===== src/rtl/fp_pkg.sv =====
// Shared definitions for the sequential FP add/subtract unit: FSM states, flag layout
// and canonical special-value encodings parameterised on exponent/fraction widths.
package fp_pkg;

  typedef enum logic [2:0] {
    ST_IDLE,
    ST_ALIGN,
    ST_ADD,
    ST_NORM,
    ST_ROUND,
    ST_DONE
  } fp_state_e;

  localparam int unsigned FLAG_W    = 4;
  localparam int unsigned FLAG_NAN  = 3;
  localparam int unsigned FLAG_OVF  = 2;
  localparam int unsigned FLAG_UNF  = 1;
  localparam int unsigned FLAG_ZERO = 0;

  // Special-value helpers build a wide word; callers narrow it with W'().
  localparam int unsigned FP_MAX_W = 64;

  typedef logic [FP_MAX_W-1:0] fp_word_t;
  typedef logic [FLAG_W-1:0]   fp_flags_t;

  function automatic fp_flags_t fp_mk_flags(input logic nan_f, input logic ovf_f,
                                            input logic unf_f, input logic zero_f);
    fp_flags_t f;
    f            = '0;
    f[FLAG_NAN]  = nan_f;
    f[FLAG_OVF]  = ovf_f;
    f[FLAG_UNF]  = unf_f;
    f[FLAG_ZERO] = zero_f;
    return f;
  endfunction

  function automatic fp_word_t fp_exp_ones(input int unsigned exp_w, input int unsigned man_w);
    return ((fp_word_t'(1) << exp_w) - fp_word_t'(1)) << man_w;
  endfunction

  function automatic fp_word_t fp_zero(input logic sign, input int unsigned exp_w,
                                       input int unsigned man_w);
    return fp_word_t'(sign) << (exp_w + man_w);
  endfunction

  function automatic fp_word_t fp_inf(input logic sign, input int unsigned exp_w,
                                      input int unsigned man_w);
    return fp_zero(sign, exp_w, man_w) | fp_exp_ones(exp_w, man_w);
  endfunction

  // Quiet NaN: positive sign, all-ones exponent, fraction MSB set.
  function automatic fp_word_t fp_qnan(input int unsigned exp_w, input int unsigned man_w);
    return fp_exp_ones(exp_w, man_w) | (fp_word_t'(1) << (man_w - 1));
  endfunction

endpackage


===== src/rtl/fp_align_shift.sv =====
// Combinational right shifter for significand alignment; bits shifted out are
// OR-ed into the sticky (LSB) position.
module fp_align_shift #(
  parameter int unsigned SIG_W = 27,
  parameter int unsigned SH_W  = 8
) (
  input  logic [SIG_W-1:0] sig_i,
  input  logic [SH_W-1:0]  shamt_i,
  output logic [SIG_W-1:0] sig_o
);

  // Shifting this far or more leaves only the sticky bit.
  localparam int unsigned SAT = SIG_W - 1;

  logic [SIG_W-1:0] mask;
  logic [SIG_W-1:0] shifted;
  logic             sticky;

  always_comb begin
    mask    = ~({SIG_W{1'b1}} << shamt_i);
    shifted = sig_i >> shamt_i;
    sticky  = |(sig_i & mask);
    sig_o   = {shifted[SIG_W-1:1], shifted[0] | sticky};
    if (32'(shamt_i) >= 32'(SAT)) begin
      sig_o = {{(SIG_W-1){1'b0}}, |sig_i};
    end
  end

endmodule


===== src/rtl/fp_addsub_seq.sv =====
// Multi-cycle floating-point add/subtract with valid/ready handshakes and a GRS datapath.
// Define FP_ADD_RNE_EN for round-to-nearest-even; otherwise ROUND truncates.
module fp_addsub_seq
  import fp_pkg::*;
#(
  parameter  int unsigned EXP_W = 8,
  parameter  int unsigned MAN_W = 23,
  localparam int unsigned W     = 1 + EXP_W + MAN_W
) (
  input  logic         clk,
  input  logic         rst_n,
  input  logic         in_valid,
  output logic         in_ready,
  input  logic [W-1:0] a,
  input  logic [W-1:0] b,
  input  logic         sub,
  output logic         out_valid,
  input  logic         out_ready,
  output logic [W-1:0] result,
  output logic [3:0]   flags
);

  localparam int unsigned SIG_W = MAN_W + 4;
  localparam int unsigned SUM_W = MAN_W + 5;

  fp_state_e        state_q;
  logic [W-1:0]     a_q;
  logic [W-1:0]     b_q;
  logic [EXP_W-1:0] exp_q;
  logic             sign_q;
  logic             eff_sub_q;
  logic             unf_q;
  logic [SIG_W-1:0] sig_l_q;
  logic [SIG_W-1:0] sig_s_q;
  logic [SUM_W-1:0] sum_q;
  logic             in_ready_q;
  logic             out_valid_q;
  logic [W-1:0]     result_q;
  fp_flags_t        flags_q;

  logic             sgn_a, sgn_b;
  logic [EXP_W-1:0] exp_a, exp_b;
  logic [MAN_W-1:0] frac_a, frac_b;

  assign {sgn_a, exp_a, frac_a} = a_q;
  assign {sgn_b, exp_b, frac_b} = b_q;

  // Operand with the larger {exp,frac} magnitude becomes L; exp 0 flushes to zero.
  logic             a_big_d;
  logic             sgn_l_d, sgn_s_d;
  logic [EXP_W-1:0] exp_l_d, exp_s_d;
  logic [MAN_W-1:0] frac_l_d, frac_s_d;
  logic [SIG_W-1:0] sig_l_d, sig_s_d, sig_s_al_d;
  logic [EXP_W-1:0] shamt_d;

  assign a_big_d  = {exp_a, frac_a} >= {exp_b, frac_b};
  assign sgn_l_d  = a_big_d ? sgn_a  : sgn_b;
  assign sgn_s_d  = a_big_d ? sgn_b  : sgn_a;
  assign exp_l_d  = a_big_d ? exp_a  : exp_b;
  assign exp_s_d  = a_big_d ? exp_b  : exp_a;
  assign frac_l_d = a_big_d ? frac_a : frac_b;
  assign frac_s_d = a_big_d ? frac_b : frac_a;
  assign sig_l_d  = (exp_l_d == '0) ? '0 : {1'b1, frac_l_d, 3'b000};
  assign sig_s_d  = (exp_s_d == '0) ? '0 : {1'b1, frac_s_d, 3'b000};
  assign shamt_d  = exp_l_d - exp_s_d;

  fp_align_shift #(
    .SIG_W (SIG_W),
    .SH_W  (EXP_W)
  ) u_align_shift (
    .sig_i   (sig_s_d),
    .shamt_i (shamt_d),
    .sig_o   (sig_s_al_d)
  );

  // Any all-ones exponent (NaN or infinity) yields the canonical quiet NaN.
  logic             is_nan_d;
  logic [SUM_W-1:0] sum_d;

  assign is_nan_d = (&exp_a) | (&exp_b);
  assign sum_d    = eff_sub_q ? ({1'b0, sig_l_q} - {1'b0, sig_s_q})
                              : ({1'b0, sig_l_q} + {1'b0, sig_s_q});

`ifdef FP_ADD_RNE_EN
  // Round up when G is set and any of R, S or the fraction LSB is set.
  logic             rnd_up_d;
  logic [MAN_W:0]   rnd_frac_d;

  assign rnd_up_d   = sum_q[2] & (sum_q[1] | sum_q[0] | sum_q[3]);
  assign rnd_frac_d = {1'b0, sum_q[MAN_W+2:3]} + (MAN_W+1)'(rnd_up_d);
`endif

  always_ff @(posedge clk) begin
    if (!rst_n) begin
      state_q     <= ST_IDLE;
      in_ready_q  <= 1'b1;
      out_valid_q <= 1'b0;
      result_q    <= '0;
      flags_q     <= '0;
      a_q         <= '0;
      b_q         <= '0;
      exp_q       <= '0;
      sign_q      <= 1'b0;
      eff_sub_q   <= 1'b0;
      unf_q       <= 1'b0;
      sig_l_q     <= '0;
      sig_s_q     <= '0;
      sum_q       <= '0;
    end else begin
      case (state_q)
        ST_IDLE: begin
          if (in_valid && in_ready_q) begin
            a_q        <= a;
            b_q        <= {b[W-1] ^ sub, b[W-2:0]};
            in_ready_q <= 1'b0;
            state_q    <= ST_ALIGN;
          end
        end

        ST_ALIGN: begin
          sig_l_q   <= sig_l_d;
          sig_s_q   <= sig_s_al_d;
          exp_q     <= exp_l_d;
          sign_q    <= sgn_l_d;
          eff_sub_q <= sgn_l_d ^ sgn_s_d;
          unf_q     <= 1'b0;
          state_q   <= ST_ADD;
        end

        ST_ADD: begin
          if (is_nan_d) begin
            result_q    <= W'(fp_qnan(EXP_W, MAN_W));
            flags_q     <= fp_mk_flags(1'b1, 1'b0, 1'b0, 1'b0);
            out_valid_q <= 1'b1;
            state_q     <= ST_DONE;
          end else if (sum_d == '0) begin
            result_q    <= W'(fp_zero(1'b0, EXP_W, MAN_W));
            flags_q     <= fp_mk_flags(1'b0, 1'b0, 1'b0, 1'b1);
            out_valid_q <= 1'b1;
            state_q     <= ST_DONE;
          end else begin
            sum_q   <= sum_d;
            state_q <= ST_NORM;
          end
        end

        // Carry-out is fixed in one step; otherwise shift left one bit per cycle.
        ST_NORM: begin
          if (sum_q[SUM_W-1]) begin
            sum_q   <= {1'b0, sum_q[SUM_W-1:2], sum_q[1] | sum_q[0]};
            exp_q   <= exp_q + EXP_W'(1);
            state_q <= ST_ROUND;
          end else if (sum_q[SUM_W-2]) begin
            state_q <= ST_ROUND;
          end else if (exp_q <= EXP_W'(1)) begin
            unf_q   <= 1'b1;
            state_q <= ST_ROUND;
          end else begin
            sum_q <= sum_q << 1;
            exp_q <= exp_q - EXP_W'(1);
          end
        end

        ST_ROUND: begin
          if (unf_q) begin
            result_q    <= W'(fp_zero(sign_q, EXP_W, MAN_W));
            flags_q     <= fp_mk_flags(1'b0, 1'b0, 1'b1, 1'b1);
            out_valid_q <= 1'b1;
            state_q     <= ST_DONE;
          end else if (&exp_q) begin
            result_q    <= W'(fp_inf(sign_q, EXP_W, MAN_W));
            flags_q     <= fp_mk_flags(1'b0, 1'b1, 1'b0, 1'b0);
            out_valid_q <= 1'b1;
            state_q     <= ST_DONE;
`ifdef FP_ADD_RNE_EN
          end else if (rnd_frac_d[MAN_W]) begin
            // Rounding carried past the hidden bit: renormalise and re-check overflow.
            sum_q <= {2'b01, {(SUM_W-2){1'b0}}};
            exp_q <= exp_q + EXP_W'(1);
          end else begin
            result_q    <= {sign_q, exp_q, rnd_frac_d[MAN_W-1:0]};
            flags_q     <= fp_mk_flags(1'b0, 1'b0, 1'b0, 1'b0);
            out_valid_q <= 1'b1;
            state_q     <= ST_DONE;
          end
`else
          end else begin
            result_q    <= {sign_q, exp_q, sum_q[MAN_W+2:3]};
            flags_q     <= fp_mk_flags(1'b0, 1'b0, 1'b0, 1'b0);
            out_valid_q <= 1'b1;
            state_q     <= ST_DONE;
          end
`endif
        end

        // Result and flags hold until the consumer takes them.
        ST_DONE: begin
          if (out_ready) begin
            out_valid_q <= 1'b0;
            in_ready_q  <= 1'b1;
            state_q     <= ST_IDLE;
          end
        end

        default: begin
          state_q     <= ST_IDLE;
          in_ready_q  <= 1'b1;
          out_valid_q <= 1'b0;
        end
      endcase
    end
  end

  assign in_ready  = in_ready_q;
  assign out_valid = out_valid_q;
  assign result    = result_q;
  assign flags     = flags_q;

endmodule


===== config.mk =====
export PLATFORM = sky130hd
export DESIGN_NAME = fp_addsub_seq
export DESIGN_NICKNAME = d
export VERILOG_FILES = /design/src/rtl/fp_pkg.sv /design/src/rtl/fp_align_shift.sv /design/src/rtl/fp_addsub_seq.sv
export SDC_FILE = /design/constraint.sdc
export NUM_CORES = 1
export LEC_CHECK = 0
export CAP_MARGIN = 20
export CORE_UTILIZATION = 30
export DETAILED_ROUTE_END_ITERATION = 10
export PLACE_DENSITY = 0.47
export SLEW_MARGIN = 15
export SYNTH_ARGS = -nofsm -noshare
export SYNTH_HDL_FRONTEND = slang
export SYNTH_SLANG_ARGS = --single-unit

===== constraint.sdc =====
create_clock -name clk -period 6.85 [get_ports clk]
set_input_delay 1.37 -clock clk [delete_from_list [all_inputs] [get_ports clk]]
set_output_delay 1.37 -clock clk [all_outputs]
set_load 0.005 [all_outputs]

After elaboration in Yosys (flattened, before gate mapping) --
Cells that the tools add are included. W data, S select, Z words.
Operators by class: $add $sub $neg 5, $lt $le $gt $ge 3, equality and inequality tests 16, shifts and indexed selects 2, muxes and demuxes 49, bitwise logic cells 9, reduce and logical (&&, ||, !) cells 24
Operators with widths (count):
- $mux W27 | 6
- $mux W28 | 3
- $mux W32 | 2
- $pmux W32 S2 | 1
- $mux W31 | 2
- $pmux W28 S2 | 1
- $reduce_or A27 Y1 | 2
- $mux W23 | 2
- $mux W8 | 5
- $ge A31 B31 Y1 | 1
- $add A27 B27 Y28 | 1
- $logic_not A28 Y1 | 1
- $sub A27 B27 Y28 | 1
- $and A27 B27 Y27 | 1
- $mux W3 | 9
- $not A27 Y27 | 1
- $shl A27 B8 Y27 const A | 1
- $shr A27 B8 Y27 | 1
- $reduce_and A8 Y1 | 3
- $pmux W3 S6 | 1
- $logic_not A8 Y1 | 2
- $pmux W8 S2 | 1
- $reduce_and A3 Y1 | 5
- $ne A2 B2 Y1 const B | 7
- 27 further kinds | 48
Storage, ports and cells: register bits after elaboration 198, bits of input ports 69, output and inout bits 38, word-level logic and storage cells 123

Longest topological paths before layout --
Gate-level depths: netlist (run 1).
depth after elaboration 9, gate-level depth with buffers 29, depth with buffers taken out 22

Cells and area by module --
A second synthesis (run 1) with hierarchy kept.
Second synthesis, totals: cell total of the unflattened synthesis 1840, area total of the unflattened synthesis 13724.4 sq um
Modules (own cells, without submodules):
- fp_addsub_seq | times used 1, cells an instance 1558, area each 11746.3 sq um, seq. area each 3903.7 sq um
- fp_align_shift | times used 1, cells an instance 282, area each 1978.1 sq um, seq. area each 0.0 sq um

Least setup slack after synthesis (run 1) --
No wires, ideal clock.
path type register to register, start point reg b_q[16], end point reg sig_s_q[0], setup time 131 ps, data arrival time 5586 ps, data required time 6719 ps, path slack 1133 ps, stages on the path, launching flop included 28, path buffers 8, period minus slack after synthesis 5717 ps, cells stage by stage dfxtp_1 -> inv_1 -> ha_1 -> a21o_1 -> a221o_1 -> a221o_1 -> or2_1 -> buf_6 -> a21oi_2 -> buf_6 -> buf_4 -> buf_2 -> clkbuf_1 -> clkbuf_1 -> nor2_1 -> a22oi_1 -> ha_1 -> nor3_1 -> a32oi_1 -> o311a_1 -> and2_1 -> buf_2 -> buf_1 -> a21oi_1 -> a2111oi_2 -> o32ai_1 -> o41ai_1 -> nand3_1
Between the ends: word-level cells in the longest chain between the ends 9, elaborated cells between the ends (all ways) 16, classes of those cells add/sub: 1; order compare: 2; shift: 2; mux: 5; bitwise: 3; reduce/logical: 3
RTL lines:
- start: declaration | RTL line fp_addsub_seq.sv:28 | logic [W-1:0] b_q;
- start signal: assignment | RTL line fp_addsub_seq.sv:114 | b_q <= {b[W-1] ^ sub, b[W-2:0]};
- $ge A31 B31 Y1 | RTL line fp_addsub_seq.sv:56 | assign a_big_d = {exp_a, frac_a} >= {exp_b, frac_b};
- $mux W8 (on tied branches) | RTL line fp_addsub_seq.sv:59, fp_addsub_seq.sv:60
- $sub A8 B8 Y8 | RTL line fp_addsub_seq.sv:65 | assign shamt_d = exp_l_d - exp_s_d;
- $shl A27 B8 Y27 | RTL line fp_align_shift.sv:20 | mask = ~({SIG_W{1'b1}} << shamt_i);
- $not A27 Y27 | RTL line fp_align_shift.sv:20
- $and A27 B27 Y27 | RTL line fp_align_shift.sv:22 | sticky = |(sig_i & mask);
- $reduce_or A27 Y1 | RTL line fp_align_shift.sv:22
- $or A1 B1 Y1 | RTL line fp_align_shift.sv:23 | sig_o = {shifted[SIG_W-1:1], shifted[0] | sticky};
- $mux W27 (*) | RTL line fp_align_shift.sv:24 | if (32'(shamt_i) >= 32'(SAT)) begin
- end signal: assignment | RTL line fp_addsub_seq.sv:122 | sig_s_q <= sig_s_al_d;
- end: declaration | RTL line fp_addsub_seq.sv:34 | logic [SIG_W-1:0] sig_s_q;
Every way passes the cells marked *; elsewhere a longest branch is shown, timed or not. A chain may end at the register's enable or synchronous reset.

Final worst setup path (run 1) --
start point reg sig_s_q[8], end point reg result_q[29] (netlist: result[29])
Between the ends: word-level cells in the longest chain between the ends 5, elaborated cells between the ends (all ways) 6, classes of those cells add/sub: 2; eq/ne: 1; mux: 1; reduce/logical: 2
RTL lines:
- $add A27 B27 Y28 / $sub A27 B27 Y28 (equally long branches) | RTL line fp_addsub_seq.sv:82, fp_addsub_seq.sv:81
- $mux W28 (*) | RTL line fp_addsub_seq.sv:81 | assign sum_d = eff_sub_q ? ({1'b0, sig_l_q} - {1'b0, sig_s_q})
- $logic_not A28 Y1 (*) | RTL line fp_addsub_seq.sv:136 | end else if (sum_d == '0) begin
- $ne A3 B3 Y1 (no source line) (*)
- $reduce_and A2 Y1 (no source line) (*)
- end signal: assignment | RTL line fp_addsub_seq.sv:132 | result_q <= W'(fp_qnan(EXP_W, MAN_W));
- end signal: assignment | RTL line fp_addsub_seq.sv:137 | result_q <= W'(fp_zero(1'b0, EXP_W, MAN_W));
- end signal: assignment | RTL line fp_addsub_seq.sv:166 | result_q <= W'(fp_zero(sign_q, EXP_W, MAN_W));
- end: declaration | RTL line fp_addsub_seq.sv:38 | logic [W-1:0] result_q;
Marked as above.

==> reports/results.txt, run 1 <==
status: complete, no violations
RSZ-0062 raised after global routing: false
Hold Crit Depth: 2
minimum hold slack: 454 ps
DRT Pass-1 Iters: 5
CP Launch Type: register
clock tree from TritonCTS: built
async set or reset register ratio after synthesis: 0
EDFF count, synth: 0
warnings from Yosys: 0
antenna viol nets, final: 0
Tmin final: 5820 ps
FF-to-FF setup slack: 1030 ps
Clk pwr share: 0.143
Comb power frac: 0.650
internal power: 3.57 mW
Mapped Area: 14000 um2
hpwl dp: 35.1 mm
GPL Wtd Cong: 0.878
via/cell ratio: 5.50
Syn Area/Cell: 7.59 um2
max-cap viol count: 0
Seq pwr share: 0.207
Placed Cells: 2453
first-pass GRT wire length: 73.4 mm
register bit total from synthesis: 195
hold path endpoint: flags[3]
initial antenna violation count: 0
Slew @ Worst Pin: 987 ps
syn_nets: 1971
I/O Pins: 107
DRT iter0 DRCs: 1131
Setup CP Type: reg2reg
n_diodes: 0
critical path cell sequence: or4_4 > or3_4 > nor3_4 > nand2b_2 > nor2_1 > nand2_1 > nor2_1 > a21oi_1 > xnor2_1 > ha_1 > a21o_1 > a21oi_1 > o21ai_0 > a21o_1 > a21o_1 > a21o_1 > or4b_1 > o311ai_1 > and4_1 > nand4_2 > o211ai_1 > a22oi_1
IO Port Bufs: 106
arrival time worst endpoint: 6150 ps
Die Wd: 218 um
CTS Hold Bufs: 0
sw power: 3.79 mW
Clock Tree Buf Depth: 2
Synth top cells by count: nand2_1 (336), a21oi_1 (214), dfxtp_1 (195), nor2_1 (132), mux2i_1 (95)
site row count: 78
Hold Path Origin: flags[3]
setup TNS: 0 ps
Clk Latency, worst-skew pair: 490 ps
CTS root buf: clkbuf_16
maximum vdd drop: 0.000301 V
sequential area share after synthesis: 0.279
Final Setup Violations: 0
CTS resizes: 0
CP Max Fanout: 8
Slowest cell on crit path: o211ai_1
H-tree depth: 4
post-CTS setup buffers: 0
Post-Synthesis Cells: 1842
CTS Sinks: 195
dominant cells by area after synthesis: dfxtp_1 (28%), nand2_1 (9.0%), a21oi_1 (7.7%), mux2i_1 (6.8%), ha_1 (5.4%)
Die ar.: 47500 um2
core area: 45700 um2
Req. time, crit path: 7180 ps
number of global-route vias before repair: 12950
cell mode on critical path: a21o_1
placed inst area: 15500 um2
biggest area consumer among synthesized cells: dfxtp_1
drc violations: 0
total CTS buffers: 17
Slew Limit Fails: 0
GR Overflow Total: 0
period utilization: 0.850
pre-CTS setup slack: 761 ps
FF-to-FF End: result[29]
leakage: 6.14 nW
Final #Nets: 2001
Fin Clk Skew: 12.6 ps
CP peak stage delay: 630 ps
Final Hold Fails: 0
overall routing resource usage: 0.197
Synth top area share: 0.279
most frequent cell after synthesis: nand2_1
Finished Layout Cells: 2484
post-route cell area: 16100 um2
Post-Route WL: 46.2 mm
Worst Hold Class: reg2reg
worst-case reg-to-reg path depth: 22
wire length per cell: 18.6 um
Post-Route Utilization: 0.352
Yosys cell types: 100
R2R Path Start: sig_s_q[8]
Final Total Pwr: 7.36 mW
clk slew on worst S/H paths: 70 ps
largest net degree at the start of global routing: 87
Sw Share: 0.515
ratio of cells with drive above 1 in the final layout: 0.0584
area delta synth->final: 14.9%
fmax: 0.172 GHz
final worst slack: 1030 ps
Crit. End Element: register
Initial Util: 0.306
PD cells: 458 nW/um2
Die Ht: 218 um
top_reg_cell synth: dfxtp_1
Slew headroom: 0.341
DR vias: 13669
[registers in the layout, indices dropped and copies added (netlist names), 4 cells and up]
| name | cells |
|---|---|
| exp_q | 8 |
| sum_q | 28 |
| sig_l_q | 24 |
| flags | 4 |
| b_q | 32 |
| sig_s_q | 27 |
| a_q | 32 |
| result | 32 |
[power by group through the flow]
stage	Sequential (mW)	Clock, mW	Combinational, mW
2_1_floorplan	1.44	0	3.57
3_3_place_gp	1.55	0	4.75
3_5_place_dp	1.55	0	4.74
4_1_cts	1.53	1.09	4.77
5_1_grt	1.56	1.12	5.24
6_report	1.53	1.05	4.78
[logic make-up (layout without fill, tap and decap cells)]
| group | after synthesis | in the layout | share of synthesized area |
|---|---|---|---|
| buffers and inverters | 200 | 242 | 0.0602 |
| DFF | 195 | 195 | 0.279 |
| and+or+nand+nor | 685 | 685 | 0.227 |
| AOI/OAI and AO/OA | 549 | 549 | 0.267 |
| xor gates and xnor gates | 45 | 45 | 0.0282 |
| muxes | 107 | 107 | 0.0841 |
| adders and majority gates | 61 | 61 | 0.0545 |
[metal layers]
layer	track usage	up-vias	part of all wire
met3	0.0280	48	0.033
li1	-	6776	-
met5	0	-	0
met1	0.257	6552	0.47
met4	0.0716	0	0.023
met2	0.327	293	0.47
[layout by cell type, fill, tap and decap left out, drive strengths merged, types with 7 or more instances in the layout]
cell type	count
a32o	24
a221o	17
inv	80
a32oi	7
a211oi	21
o2111ai	9
mux4	8
xnor2	37
ha	60
o31a	7
nor2b	12
xor2	8
o211ai	25
nor3	43
clkdlybuf4s50	105
o311ai	7
a21o	24
nor4	13
o21ai	61
or3	17
buf	28
nand2	336
and2	22
a221oi	17
nor2	133
a22oi	16
and3	17
mux2i	95
o22ai	7
o21a	8
nand3	36
clkbuf	21
a31oi	12
nand4	24
dfxtp	195
a21oi	216
a2111oi	12
[area by class of cell]
cell class | instances | area, um2
repair buffers | 133 | 1260
flip-flops and latches | 195 | 3900
clock buffers | 21 | 480
fillers | 4911 | 29600
clock inverters | 10 | 119
inverters | 78 | 294
well taps | 600 | 751
multi-input cells | 1447 | 9260
[worst max-delay path, delay by kind of cell (launching register included)]
kind,cells,cell delay [ps]
compound gates,10,2170
xor+xnor,1,140
fa+ha+maj,1,380
flops,1,360
simple gates,10,2600
[worst max path at each step]
stage                     from    endpoint  slack, ps  cells past startpoint
floorplan              b_q[16]  sig_s_q[0]       1130                     27
global placement    sig_s_q[8]  result[10]        840                     22
detailed placement  sig_s_q[8]  result[15]        760                     22
CTS                 sig_s_q[8]  result[15]        750                     22
global route        sig_s_q[8]  result[29]        630                     22
finish              sig_s_q[8]  result[29]       1030                     22
No activity file was read; power rests on OpenSTA's default activity.
==> run 2: changes to the inputs <==
ABC_AREA = 1   (was default)
==> reports/results.txt, run 2 <==
Die ar.: 46200 um2 (-2.6%)
CTS root buf: clkbuf_16
n_diodes: 0 (unchanged)
ratio of cells with drive above 1 in the final layout: 0.0519 (-0.00651)
CTS Hold Bufs: 0 (unchanged)
CP peak stage delay: 760 ps (+130 ps)
hpwl dp: 37.3 mm (+6.2%)
total CTS buffers: 17 (unchanged)
fmax: 0.178 GHz (+3.6%)
register area: 3900 um2 (unchanged)
clock tree from TritonCTS: built
warnings from Yosys: 0 (unchanged)
Synth top cells by count: nand2_1 (609), nor2_1 (238), inv_1 (215), dfxtp_1 (195), o21ai_0 (164)
H-tree depth: 4 (unchanged)
CTS resizes: 0 (unchanged)
first-pass GRT wire length: 77.1 mm (+5.1%)
Final Setup Violations: 0 (unchanged)
Slew Limit Fails: 0 (unchanged)
Fin Clk Skew: 21.8 ps (+9.13 ps)
period utilization: 0.820 (-0.0297)
Synth top area share: 0.287 (+0.00762)
Buf/Inv on CP: 3 (+3)
Tmin final: 5620 ps (-203 ps)
Post-Route Utilization: 0.352 (+0.000596)
Final Hold Fails: 0 (unchanged)
site row count: 77 (-1.3%)
Setup CP Type: reg2reg
IO Port Bufs: 106 (unchanged)
mux share of post-synthesis cell area: 0 (-0.0841)
arrival time worst endpoint: 6070 ps (-80 ps)
drc violations: 0 (unchanged)
post-CTS setup buffers: 0 (unchanged)
Initial Util: 0.306 (-0.000346)
dominant cells by area after synthesis: dfxtp_1 (29%), nand2_1 (17%), nor2_1 (6.6%), o21ai_0 (6.0%), inv_1 (5.9%)
Die Ht: 215 um (-1.3%)
largest net degree at the start of global routing: 110 (+26%)
metal3 WL: 1.68 mm (+11%)
clk slew on worst S/H paths: 80 ps (about the same)
EDFF count, synth: 0 (unchanged)
Clock Tree Buf Depth: 2 (unchanged)
DR vias: 13893 (+1.6%)
cell mode on critical path: nand2_1
antenna viol nets, final: 0 (unchanged)
number of global-route vias before repair: 13391 (+3.4%)
Final #Nets: 2333 (+17%)
met1 WL: 23.9 mm (+9.7%)
commonest non-fill, non-tap cells in the layout: nand2_1 (609), nor2_1 (238), inv_1 (215)
top_reg_cell synth: dfxtp_1
Syn Area/Cell: 6.30 um2 (-17%)
area delta synth->final: 15.3%
overall routing resource usage: 0.213 (+0.0165)
Crit. End Element: register
RSZ-0062 raised after global routing: false
Slowest cell on crit path: o21ai_0
setup TNS: 0 ps (unchanged)
CP Launch Type: register
compound-cell area share of the yosys netlist: 0.194 (-0.0728)
Clk Latency, worst-skew pair: 500 ps (about the same)
most frequent cell after synthesis: nand2_1
max-cap viol count: 0 (unchanged)
syn_nets: 2289 (+16%)
Slew headroom: 0.319 (-0.0222)
initial antenna violation count: 0 (unchanged)
via/cell ratio: 4.95 (-10%)
GPL Wtd Cong: 0.902 (+2.7%)
sequential area share after synthesis: 0.287 (+0.00762)
async set or reset register ratio after synthesis: 0 (unchanged)
Adder-Cell Fraction of Synth Area: 0.0552 (+0.000661)
commonest non-fill, non-tap cell in the layout: nand2_1
I/O Pins: 107 (unchanged)
largest family of logic cells by synthesized area: simple AND/OR/NAND/NOR gates
Worst Hold Class: reg2reg
GR Overflow Total: 0 (unchanged)
CP top delay family: simple AND/OR/NAND/NOR gates
Mapped Area: 13600 um2 (-2.7%)
Slew @ Worst Pin: 1020 ps (+34.3 ps)
wire length per cell: 17.2 um (-7.7%)
Die Wd: 215 um (-1.3%)
Yosys cell types: 59 (-41%)
Post-Route WL: 48.2 mm (+4.3%)
DRT iter0 DRCs: 939 (-17%)
status: complete, no violations
Synth Area in Simple Gates: 0.328 (+0.101)
core area: 44500 um2 (-2.5%)
DRT Pass-1 Iters: 6 (+1)
filler cell count: 4975 (+1.3%)
Top Layer Used: met4
Req. time, crit path: 7300 ps (+120 ps)
post-synthesis xor/xnor area fraction: 0.0366 (+0.00840)
register bit total from synthesis: 195 (unchanged)
biggest area consumer among synthesized cells: dfxtp_1
DR WL met2: 21.8 mm (-0.20%)
area of the multi-input gates: 8360 um2 (-9.8%)
CTS Sinks: 195 (unchanged)
CP Max Fanout: 70 (+62)
Post-Synthesis Cells: 2160 (+17%)
==> run 2: changes by cell type after synthesis, moves of 26 or more <==
cell and change:
o21ai_0 +110, xor2_1 +36, mux2i_1 -95, nor2_1 +106, nand2_1 +273, a21oi_1 -55, xnor2_1 -26, inv_1 +140
nand3_1 +84
==> run 2: final cells by class <==
type	count	share of cell area
clock buffers	22	0.0309
inverters	230	0.0554
multi-input cells	1634	0.533
repair buffers	126	0.0775
clock inverters	10	0.00726
well taps	592	0.0472
flip-flops and latches	195	0.249
==> run 2: logic make-up (layout without fill, tap and decap cells) <==
family | count (synthesis) | after routing
flip-flops | 195 | 195
XOR/XNOR | 56 | 56
AO/OA/AOI/OAI | 459 | 459
buffers and inverters | 331 | 388
AND/OR/NAND/NOR | 1059 | 1059
adder cells (fa/ha/maj) | 60 | 60
==> run 2: layer usage <==
metal / track usage / vias up
met5: 0 / -
met2: 0.345 / 275
li1: - / 7191
met3: 0.0243 / 38
met1: 0.295 / 6389
met4: 0.0652 / 0
==> run 2: worst paths after layout <==
path	start	slack [ps]	cells after the start	endpoint
setup / recovery	b_q[23]	1230	29	sig_s_q[1]
hold / removal	result[11]	460	2	result[11]
setup reg to reg	b_q[23]	1230	29	sig_s_q[1]
hold reg to reg	result[11]	460	2	result[11]
==> run 2: metrics by stage <==
step                      setup WS [ps]  instances  cell area, um2  hold WS [ps]
after global placement             1230       2776           15100           448
final                              1230       2809           15700           459
after global routing                532       2809           15700           485
after detailed placement           1310       2776           15100           452
after CTS                          1260       2808           15700           464
after floorplan                    2560       2160           13600           434
==> run 2: worst register-to-register path, delay by kind of cell, from the launching register on <==
kind | cells | cell delay, ps
buffers and inverters | 3 | 620
flip-flops | 1 | 340
adder cells (fa/ha/maj) | 1 | 280
AO/OA/AOI/OAI | 5 | 1280
AND/OR/NAND/NOR | 20 | 3100
Power of run 2 is not shown: default switching activity piles up to over one toggle a cycle in this logic, so the estimate is an artifact.
